[src/rtl/uart_pkg.sv]
// rtl/uart_pkg.sv - shared frame states and constants for the UART stimulus transmitter
package uart_pkg;

    typedef enum logic [2:0] {
        IDLE,
        START,
        DATA,
        PARITY,
        STOP
    } uart_state_e;

    localparam int UART_DIV_DEFAULT = 104;
    localparam int UART_DATA_BITS   = 8;
    localparam int UART_BIT_OFFSET  = 2;

endpackage

[src/rtl/uart_byte_fifo.sv]
// rtl/uart_byte_fifo.sv - circular byte queue with wrap-bit pointers and registered full/empty/level
module uart_byte_fifo #(
    parameter int DEPTH = 8,
    parameter int WIDTH = 8
) (
    input  logic                     clock,
    input  logic                     reset,
    input  logic [WIDTH-1:0]         s_tdata,
    input  logic                     s_tvalid,
    output logic                     s_tready,
    output logic [WIDTH-1:0]         m_tdata,
    output logic                     m_tvalid,
    input  logic                     m_tready,
    output logic [$clog2(DEPTH):0]   level
);

    localparam int AW = $clog2(DEPTH);

    logic [WIDTH-1:0] mem_q [DEPTH];
    logic [AW:0]      wr_ptr_q;
    logic [AW:0]      rd_ptr_q;
    logic [AW:0]      wr_ptr_d;
    logic [AW:0]      rd_ptr_d;
    logic [AW:0]      level_q;
    logic             full_q;
    logic             empty_q;
    logic             push;
    logic             pop;

    assign push     = s_tvalid && !full_q;
    assign pop      = m_tready && !empty_q;
    assign wr_ptr_d = wr_ptr_q + (AW+1)'(push);
    assign rd_ptr_d = rd_ptr_q + (AW+1)'(pop);

    // pointer bookkeeping; flags come from the next pointers so they stay registered
    always_ff @(posedge clock or negedge reset) begin
        if (!reset) begin
            wr_ptr_q <= '0;
            rd_ptr_q <= '0;
            level_q  <= '0;
            full_q   <= 1'b0;
            empty_q  <= 1'b1;
        end else begin
            wr_ptr_q <= wr_ptr_d;
            rd_ptr_q <= rd_ptr_d;
            level_q  <= wr_ptr_d - rd_ptr_d;
            empty_q  <= (wr_ptr_d == rd_ptr_d);
            full_q   <= (wr_ptr_d[AW] != rd_ptr_d[AW]) &&
                        (wr_ptr_d[AW-1:0] == rd_ptr_d[AW-1:0]);
        end
    end

    // storage needs no reset: clearing the pointers discards the contents
    always_ff @(posedge clock) begin
        if (push) begin
            mem_q[wr_ptr_q[AW-1:0]] <= s_tdata;
        end
    end

    assign s_tready = !full_q;
    assign m_tvalid = !empty_q;
    assign m_tdata  = mem_q[rd_ptr_q[AW-1:0]];
    assign level    = level_q;

endmodule

[src/rtl/uart_tx_stim.sv]
// rtl/uart_tx_stim.sv - FIFO-fed UART transmitter driving SoC ser_rx; parity bit option UART_TX_PARITY_EN
module uart_tx_stim
    import uart_pkg::*;
#(
    parameter int DIV_WIDTH   = 16,
    parameter int FIFO_DEPTH  = 8,
    parameter int DIV_DEFAULT = UART_DIV_DEFAULT
) (
    input  logic                          clock,
    input  logic                          reset,
    input  logic [DIV_WIDTH-1:0]          div_cfg,
    input  logic [7:0]                    tx_data,
    input  logic                          tx_valid,
`ifdef UART_TX_PARITY_EN
    input  logic                          parity_odd,
`endif
    output logic                          tx_ready,
    output logic                          ser_tx,
    output logic                          busy,
    output logic [$clog2(FIFO_DEPTH):0]   fifo_level
);

    localparam int PW = DIV_WIDTH + 1;

    uart_state_e               state_q;
    logic                      ser_tx_q;
    logic [PW-1:0]             cnt_q;
    logic [PW-1:0]             period_q;
    logic [PW-1:0]             period_sel;
    logic [2:0]                bit_cnt_q;
    logic [UART_DATA_BITS-1:0] shift_q;
    logic [UART_DATA_BITS-1:0] fifo_tdata;
    logic                      fifo_tvalid;
    logic                      cnt_last;
    logic                      bit_last;
    logic                      pop;
`ifdef UART_TX_PARITY_EN
    logic                      parity_q;
`endif

    uart_byte_fifo #(
        .DEPTH (FIFO_DEPTH),
        .WIDTH (UART_DATA_BITS)
    ) u_fifo (
        .clock    (clock),
        .reset    (reset),
        .s_tdata  (tx_data),
        .s_tvalid (tx_valid),
        .s_tready (tx_ready),
        .m_tdata  (fifo_tdata),
        .m_tvalid (fifo_tvalid),
        .m_tready (pop),
        .level    (fifo_level)
    );

    assign period_sel = (div_cfg == '0) ? PW'(DIV_DEFAULT + UART_BIT_OFFSET)
                                        : {1'b0, div_cfg} + PW'(UART_BIT_OFFSET);
    assign cnt_last   = (cnt_q == period_q - PW'(1));
    assign bit_last   = (bit_cnt_q == 3'(UART_DATA_BITS - 1));
    assign pop        = fifo_tvalid && ((state_q == IDLE) || (state_q == STOP && cnt_last));

    // frame sequencer; a pop from IDLE or the end of STOP starts the next frame on the same edge
    always_ff @(posedge clock or negedge reset) begin
        if (!reset) begin
            state_q   <= IDLE;
            ser_tx_q  <= 1'b1;
            cnt_q     <= '0;
            period_q  <= PW'(DIV_DEFAULT + UART_BIT_OFFSET);
            bit_cnt_q <= '0;
            shift_q   <= '0;
`ifdef UART_TX_PARITY_EN
            parity_q  <= 1'b0;
`endif
        end else if (pop) begin
            state_q   <= START;
            ser_tx_q  <= 1'b0;
            cnt_q     <= '0;
            period_q  <= period_sel;
            bit_cnt_q <= '0;
            shift_q   <= fifo_tdata;
`ifdef UART_TX_PARITY_EN
            parity_q  <= (^fifo_tdata) ^ parity_odd;
`endif
        end else begin
            case (state_q)
                IDLE: begin
                    cnt_q <= '0;
                end
                START: begin
                    if (cnt_last) begin
                        cnt_q    <= '0;
                        ser_tx_q <= shift_q[0];
                        shift_q  <= {1'b0, shift_q[UART_DATA_BITS-1:1]};
                        state_q  <= DATA;
                    end else begin
                        cnt_q <= cnt_q + PW'(1);
                    end
                end
                DATA: begin
                    if (cnt_last) begin
                        cnt_q <= '0;
                        if (bit_last) begin
`ifdef UART_TX_PARITY_EN
                            ser_tx_q <= parity_q;
                            state_q  <= PARITY;
`else
                            ser_tx_q <= 1'b1;
                            state_q  <= STOP;
`endif
                        end else begin
                            bit_cnt_q <= bit_cnt_q + 3'd1;
                            ser_tx_q  <= shift_q[0];
                            shift_q   <= {1'b0, shift_q[UART_DATA_BITS-1:1]};
                        end
                    end else begin
                        cnt_q <= cnt_q + PW'(1);
                    end
                end
`ifdef UART_TX_PARITY_EN
                PARITY: begin
                    if (cnt_last) begin
                        cnt_q    <= '0;
                        ser_tx_q <= 1'b1;
                        state_q  <= STOP;
                    end else begin
                        cnt_q <= cnt_q + PW'(1);
                    end
                end
`endif
                STOP: begin
                    if (cnt_last) begin
                        cnt_q   <= '0;
                        state_q <= IDLE;
                    end else begin
                        cnt_q <= cnt_q + PW'(1);
                    end
                end
                default: begin
                    state_q  <= IDLE;
                    ser_tx_q <= 1'b1;
                    cnt_q    <= '0;
                end
            endcase
        end
    end

    assign ser_tx = ser_tx_q;
    assign busy   = (state_q != IDLE) || fifo_tvalid;

endmodule

[config.mk]
export PLATFORM = sky130hd
export DESIGN_NAME = uart_tx_stim
export DESIGN_NICKNAME = d
export VERILOG_FILES = /design/src/rtl/uart_pkg.sv /design/src/rtl/uart_byte_fifo.sv /design/src/rtl/uart_tx_stim.sv
export SDC_FILE = /design/constraint.sdc
export NUM_CORES = 1
export LEC_CHECK = 0
export CAP_MARGIN = 20
export CORE_AREA = 2 2 106 108
export DETAILED_ROUTE_END_ITERATION = 8
export DIE_AREA = 0 0 108 110
export PLACE_DENSITY = 0.77
export SLEW_MARGIN = 20
export SYNTH_ARGS = -nofsm -noshare
export SYNTH_HDL_FRONTEND = slang
export SYNTH_HIERARCHICAL = 1
export SYNTH_SLANG_ARGS = --single-unit
[constraint.sdc]
create_clock -name clock -period 4.4 [get_ports clock]
set_input_delay 0.66 -clock clock [delete_from_list [all_inputs] [get_ports clock]]
set_output_delay 0.66 -clock clock [all_outputs]
set_load 0.05 [all_outputs]
==> impl_metrics.tcl, run 1 <==
set metrics [dict create \
    grt_max_degree 42 \
    finalHoldViolCount 0 \
    r2r-start "period_q[7]$_DFFE_PN0P_" \
    worst-r2r-cell-count 16 \
    mostFrequentLayoutCell "edfxtp_1" \
    cts-buffers-inserted 17 \
    worstReg2RegEnd "u_fifo/level[3]$_DFF_PN0_" \
    antenna_found_initial 0 \
    p_leak_nw 2.83 \
    syn_to_final_growth_pct 16.7 \
    syn-instance-count 489 \
    irDropWorstVdd_v 0.000441 \
    synth_ff_type "edfxtp_1" \
    root_buffer "clkbuf_8" \
    rows 38 \
    slew_violations 0 \
    firstDrtPassIters 4 \
    ys_warn_count 6 \
    critPathMaxFanout 9 \
    first_global_vias 4084 \
    grt_overflow 0 \
    cts.clk_slew.worst_paths_ns 0.06 \
    gp_congestion 0.877 \
    tritoncts "built" \
    hold_path_class "in2async" \
    yosysTopAreaCell "edfxtp_1" \
    grt_pass1_wl_um 20400 \
    dieArea_mm2 0.0119 \
    die_h_um 110 \
    power-per-cell-area_mw_per_mm2 484 \
    clkLatencyLatePin_ns 0.53 \
    required_ns 4.84 \
    ys_async_sr_fraction_pct 49.6 \
    synth.area.top_cells "edfxtp_1, dfrtp_1, mux4_1, xnor2_1, xor2_1" \
    ant_nets 0 \
    clockBufferDepth 2 \
    drtIter0Drc 238 \
    dp_hpwl_um 8630 \
    synthDominantCellAreaShare_pct 30.5 \
    fin_crit_ns 4.04 \
    layout.cells.non_filler 681 \
    num-fill-cells 750 \
    viasPerCell 5.81 \
    htree_levels 4 \
    synth_cell_type_count 56 \
    dp_cells 648 \
    status "complete, no violations" \
    io-pin-count 34 \
    clock-sinks 127 \
    maxCapViolCount 0 \
    worstMarginPinSlew_ns 1.06 \
    path_class "reg2reg" \
    placed_area_mm2 0.00671 \
    clock.fmax_mhz 248 \
    min_period_over_period_pct 91.8 \
    dpl_worst_slack_ns 0.309 \
    port_buffers 33 \
    whs_ns 0.110 \
    final_cell_area_mm2 0.00734 \
    design_power_total_mw 3.55 \
    nNetsFinal 568 \
    core_area_mm2 0.0107 \
    avgSynthCellArea_um2 12.9 \
    clock_skew_ns 0.00844 \
    ys_seq_area_share_pct 55.7 \
    reg2reg_slack_ns 0.36 \
    drc_errors 0 \
    wl_per_cell_um 18.6 \
    synth_fp_nets 529 \
    fp.dieW_um 108 \
    wirelength_um 12700 \
    n_antenna_cell 0 \
    setup_viol 0 \
    synth_area_mm2 0.00629 \
    crit_path_end_kind "flip-flop" \
    final_cell_mix "edfxtp_1, dfrtp_1, nor2_1, xnor2_1, clkdlybuf4s50_1" \
    synth.ff_latch_count 127 \
    relSlewSlack_pct 29.2 \
    grt_usage_pct 23.4 \
    start_util_pct 58.8 \
    startpoint_type "flip-flop" \
    vias 3958 \
    fin_ws_ns 0.362 \
    drive_gt1_share_pct 14.8 \
    arrival_ns 4.48 \
    synth_edf_count 64 \
]
## power by group
part	internal (mW)	switching (mW)
logic	0.273	0.387
registers	1.44	0.108
clock network	0.811	0.533
## worst max-delay path, stage by stage, from the launching register on
cell and delay [ns]:
dfrtp_1 0.47, or4_4 0.57, nor4_2 0.20, xnor2_1 0.17
a31oi_1 0.12, or4_1 0.57, o21ai_4 0.17, nand2_2 0.17
inv_2 0.10, nor2b_1 0.15, ha_1 0.22, ha_1 0.18
xnor2_1 0.10, ha_1 0.37, inv_1 0.05, o21bai_1 0.17
xor2_1 0.16
## cells by family after synthesis
| kind of cell | Yosys count | share of synthesized area (%) |
|---|---|---|
| adders and majority gates | 13 | 2.59 |
| and+or+nand+nor | 161 | 14.0 |
| DFF | 127 | 55.7 |
| buffers and inverters | 42 | 3.24 |
| xor gates and xnor gates | 59 | 8.21 |
| muxes | 36 | 10.1 |
| AOI/OAI and AO/OA | 51 | 6.09 |
## what timing repair did
action,4_1_cts,5_1_grt
setup endpoints to repair,0,2
hold buffers,0,0
resized for setup,0,7
setup buffers,0,1
## how the worst max path moves through the flow
| stage | end | cells after the start | slack, ns | startpoint |
|---|---|---|---|---|
| 3_3_place_gp | u_fifo/level[3]$_DFF_PN0_ | 16 | 0.42 | period_q[2]$_DFFE_PN0P_ |
| 4_1_cts | u_fifo/level[3]$_DFF_PN0_ | 16 | 0.26 | period_q[2]$_DFFE_PN0P_ |
| 5_1_grt | u_fifo/level[3]$_DFF_PN0_ | 16 | -0.04 | period_q[7]$_DFFE_PN0P_ |
| 3_5_place_dp | u_fifo/level[3]$_DFF_PN0_ | 16 | 0.31 | period_q[2]$_DFFE_PN0P_ |
| 2_1_floorplan | u_fifo/level[3]$_DFF_PN0_ | 19 | 0.32 | period_q[6]$_DFFE_PN1P_ |
| 6_report | u_fifo/level[3]$_DFF_PN0_ | 16 | 0.36 | period_q[7]$_DFFE_PN0P_ |
## per-stage QoR
step           TNS (ns)  utilization [%]
2_1_floorplan         0                -
3_3_place_gp          0             62.7
3_5_place_dp          0             62.7
4_1_cts               0             68.1
5_1_grt         -0.0434             68.6
6_report              0             68.6
## synthesized netlist by cell type (8+ instances only)
cell type / count
a21oi_1: 18
and3_1: 8
clkbuf_1: 8
dfrtp_1: 57
edfxtp_1: 64
ha_1: 13
inv_1: 22
mux2_2: 8
mux4_1: 15
nand2_1: 23
nand2b_1: 14
nand3_1: 17
nand4_1: 10
nor2_1: 44
nor3_1: 13
nor4_1: 8
xnor2_1: 33
xor2_1: 26
## state kept, by name (all words and copies together) (netlist names), 4 cells and up
register and cells:
u_fifo/mem_q 64, cnt_q 17, period_q 17, shift_q 8, u_fifo/level 4, u_fifo/rd_ptr_q 4
u_fifo/wr_ptr_q 4
## per-layer routing
layer	share of wire [%]	vias up	track usage (%)	routed length [um]
met4	1.5	0	9.07	195
met3	3.3	15	6.41	418
met1	41	1983	27.0	5240
li1	-	1880	-	-
met5	0	-	0	0
met2	54	80	41.9	6820
## layout make-up
class / count / area [um^2] / share of cell area (%)
Timing Repair Buffer: 39 / 383 / 5.22
Sequential cell: 127 / 3510 / 47.8
Inverter: 23 / 86.3 / 1.18
Clock inverter: 15 / 158 / 2.15
Tap cell: 140 / 175 / 2.39
Multi-Input combinational cell: 320 / 2620 / 35.7
Clock buffer: 17 / 414 / 5.64
(Power assumes the default switching activity.)
==> run 2: changes to the inputs <==
Settings changed: CAP_MARGIN 20 to 10, MAX_ROUTING_LAYER set to met4, REMOVE_ABC_BUFFERS set to 1.
==> impl_metrics.tcl, run 2 (synthesis results as in run 1) <==
set metrics [dict create \
    viasPerCell 5.91 \
    min_period_over_period_pct 93.1 \
    gp_congestion 0.897 \
    postCtsSetupRepairBufs 0 \
    antenna_found_initial 0 \
    critPathMaxFanout 9 \
    met3_length_um 479 \
    dp_cells 648 \
    ant_nets 0 \
    clock.fmax_mhz 244 \
    grt_overflow 0 \
    layout.cells.non_filler 680 \
    die_h_um 110 \
    root_buffer "clkbuf_8" \
    cts.clk_slew.worst_paths_ns 0.06 \
    arrival_ns 4.55 \
    irDropWorstVdd_v 0.000466 \
    vias 4020 \
    fin_ws_ns 0.304 \
    ctsHoldBuffers 0 \
    first_global_vias 4192 \
    required_ns 4.86 \
    crit_path_end_kind "flip-flop" \
    rows 38 \
    core_area_mm2 0.0107 \
    top_layer "met4" \
    placed_area_mm2 0.00671 \
    slew_violations 0 \
    drtIter0Drc 307 \
    p_leak_nw 2.82 \
    dpl_worst_slack_ns 0.341 \
    final_cell_mix "edfxtp_1, dfrtp_1, nor2_1, xnor2_1, clkdlybuf4s50_1" \
    clock_skew_ns 0.00786 \
    drc_errors 0 \
    largest_reg_flops 64 \
    path_class "reg2reg" \
    htree_levels 4 \
    status "complete, no violations" \
    wirelength_um 12600 \
    hold_path_class "in2async" \
    clkLatencyLatePin_ns 0.53 \
    firstDrtPassIters 4 \
    fp.dieW_um 108 \
    design_power_total_mw 3.59 \
    wl_per_cell_um 18.6 \
    maxCapViolCount 0 \
    setup_tns_ns 0 \
    drive_gt1_share_pct 13.7 \
    post-route-util_pct 68.5 \
    clockBufferDepth 2 \
    dieArea_mm2 0.0119 \
    n_antenna_cell 0 \
    met2_length_um 6700 \
    nNetsFinal 567 \
    grt_max_degree 34 \
    finalHoldViolCount 0 \
    tritoncts "built" \
    whs_ns 0.175 \
    power-per-cell-area_mw_per_mm2 489 \
    ctsResizeCount 0 \
    setup_viol 0 \
    final_cell_area_mm2 0.00733 \
    port_buffers 33 \
    grt_usage_pct 24.5 \
    mostFrequentLayoutCell "edfxtp_1" \
    clock-sinks 127 \
    grt_pass1_wl_um 20900 \
    start_util_pct 58.8 \
    drt-met1-wl_um 5120 \
    cts-buffers-inserted 17 \
    rsz0062_at_grt "no" \
    io-pin-count 34 \
    startpoint_type "flip-flop" \
    worstMarginPinSlew_ns 0.932 \
    relSlewSlack_pct 37.4 \
    fin_crit_ns 4.10 \
    dp_hpwl_um 8840 \
    syn_to_final_growth_pct 16.5 \
]
==> run 2: cell type report <==
class / count / area (um^2)
fill: 756 / 3370
tap: 140 / 175
sequential: 127 / 3510
inverter: 23 / 86.3
clock inverter: 15 / 168
clock buffer: 17 / 414
multi-input combinational: 320 / 2620
timing repair buffer: 38 / 363
==> run 2: final timing paths <==
kind,startpoint,endpoint,slack (ns),cells past startpoint
min in group clock,ser_tx$_DFFE_PN1P_,ser_tx$_DFFE_PN1P_,0.49,2
setup reg to reg,period_q[5]$_DFFE_PN1P_,u_fifo/level[3]$_DFF_PN0_,0.30,15
hold / removal,reset,cnt_q[12]$_DFF_PN0_,0.18,1
setup / recovery,period_q[5]$_DFFE_PN1P_,u_fifo/level[3]$_DFF_PN0_,0.30,15
hold reg to reg,ser_tx$_DFFE_PN1P_,ser_tx$_DFFE_PN1P_,0.49,2
max in group asynchronous,reset,period_q[3]$_DFFE_PN1P_,3.29,2
==> run 2: routing by layer <==
layer | up-vias | GRT usage (%)
met5 | - | -
met4 | 0 | 11.0
met3 | 34 | 5.94
met2 | 106 | 42.3
met1 | 1992 | 27.2
li1 | 1888 | -
==> run 2: critical path, cell delays in order, from the launching register on <==
cell and delay, ns:
dfstp_2 0.41, nor4_4 0.51, nand4_1 0.20, a311oi_1 0.29
nor3_1 0.11, or4_1 0.62, o21ai_4 0.17, nand2_2 0.16
inv_2 0.10, nor2b_1 0.15, ha_1 0.23, ha_1 0.26
xnor2_1 0.34, a22oi_1 0.13, o21bai_1 0.17, xor2_1 0.16
==> run 2: report_power, final <==
part / total (mW) / switching [mW] / internal, mW / leakage, nW
clock network: 1.38 / 0.523 / 0.859 / 0.277
registers: 1.55 / 0.111 / 1.44 / 1.36
logic: 0.652 / 0.386 / 0.267 / 1.19
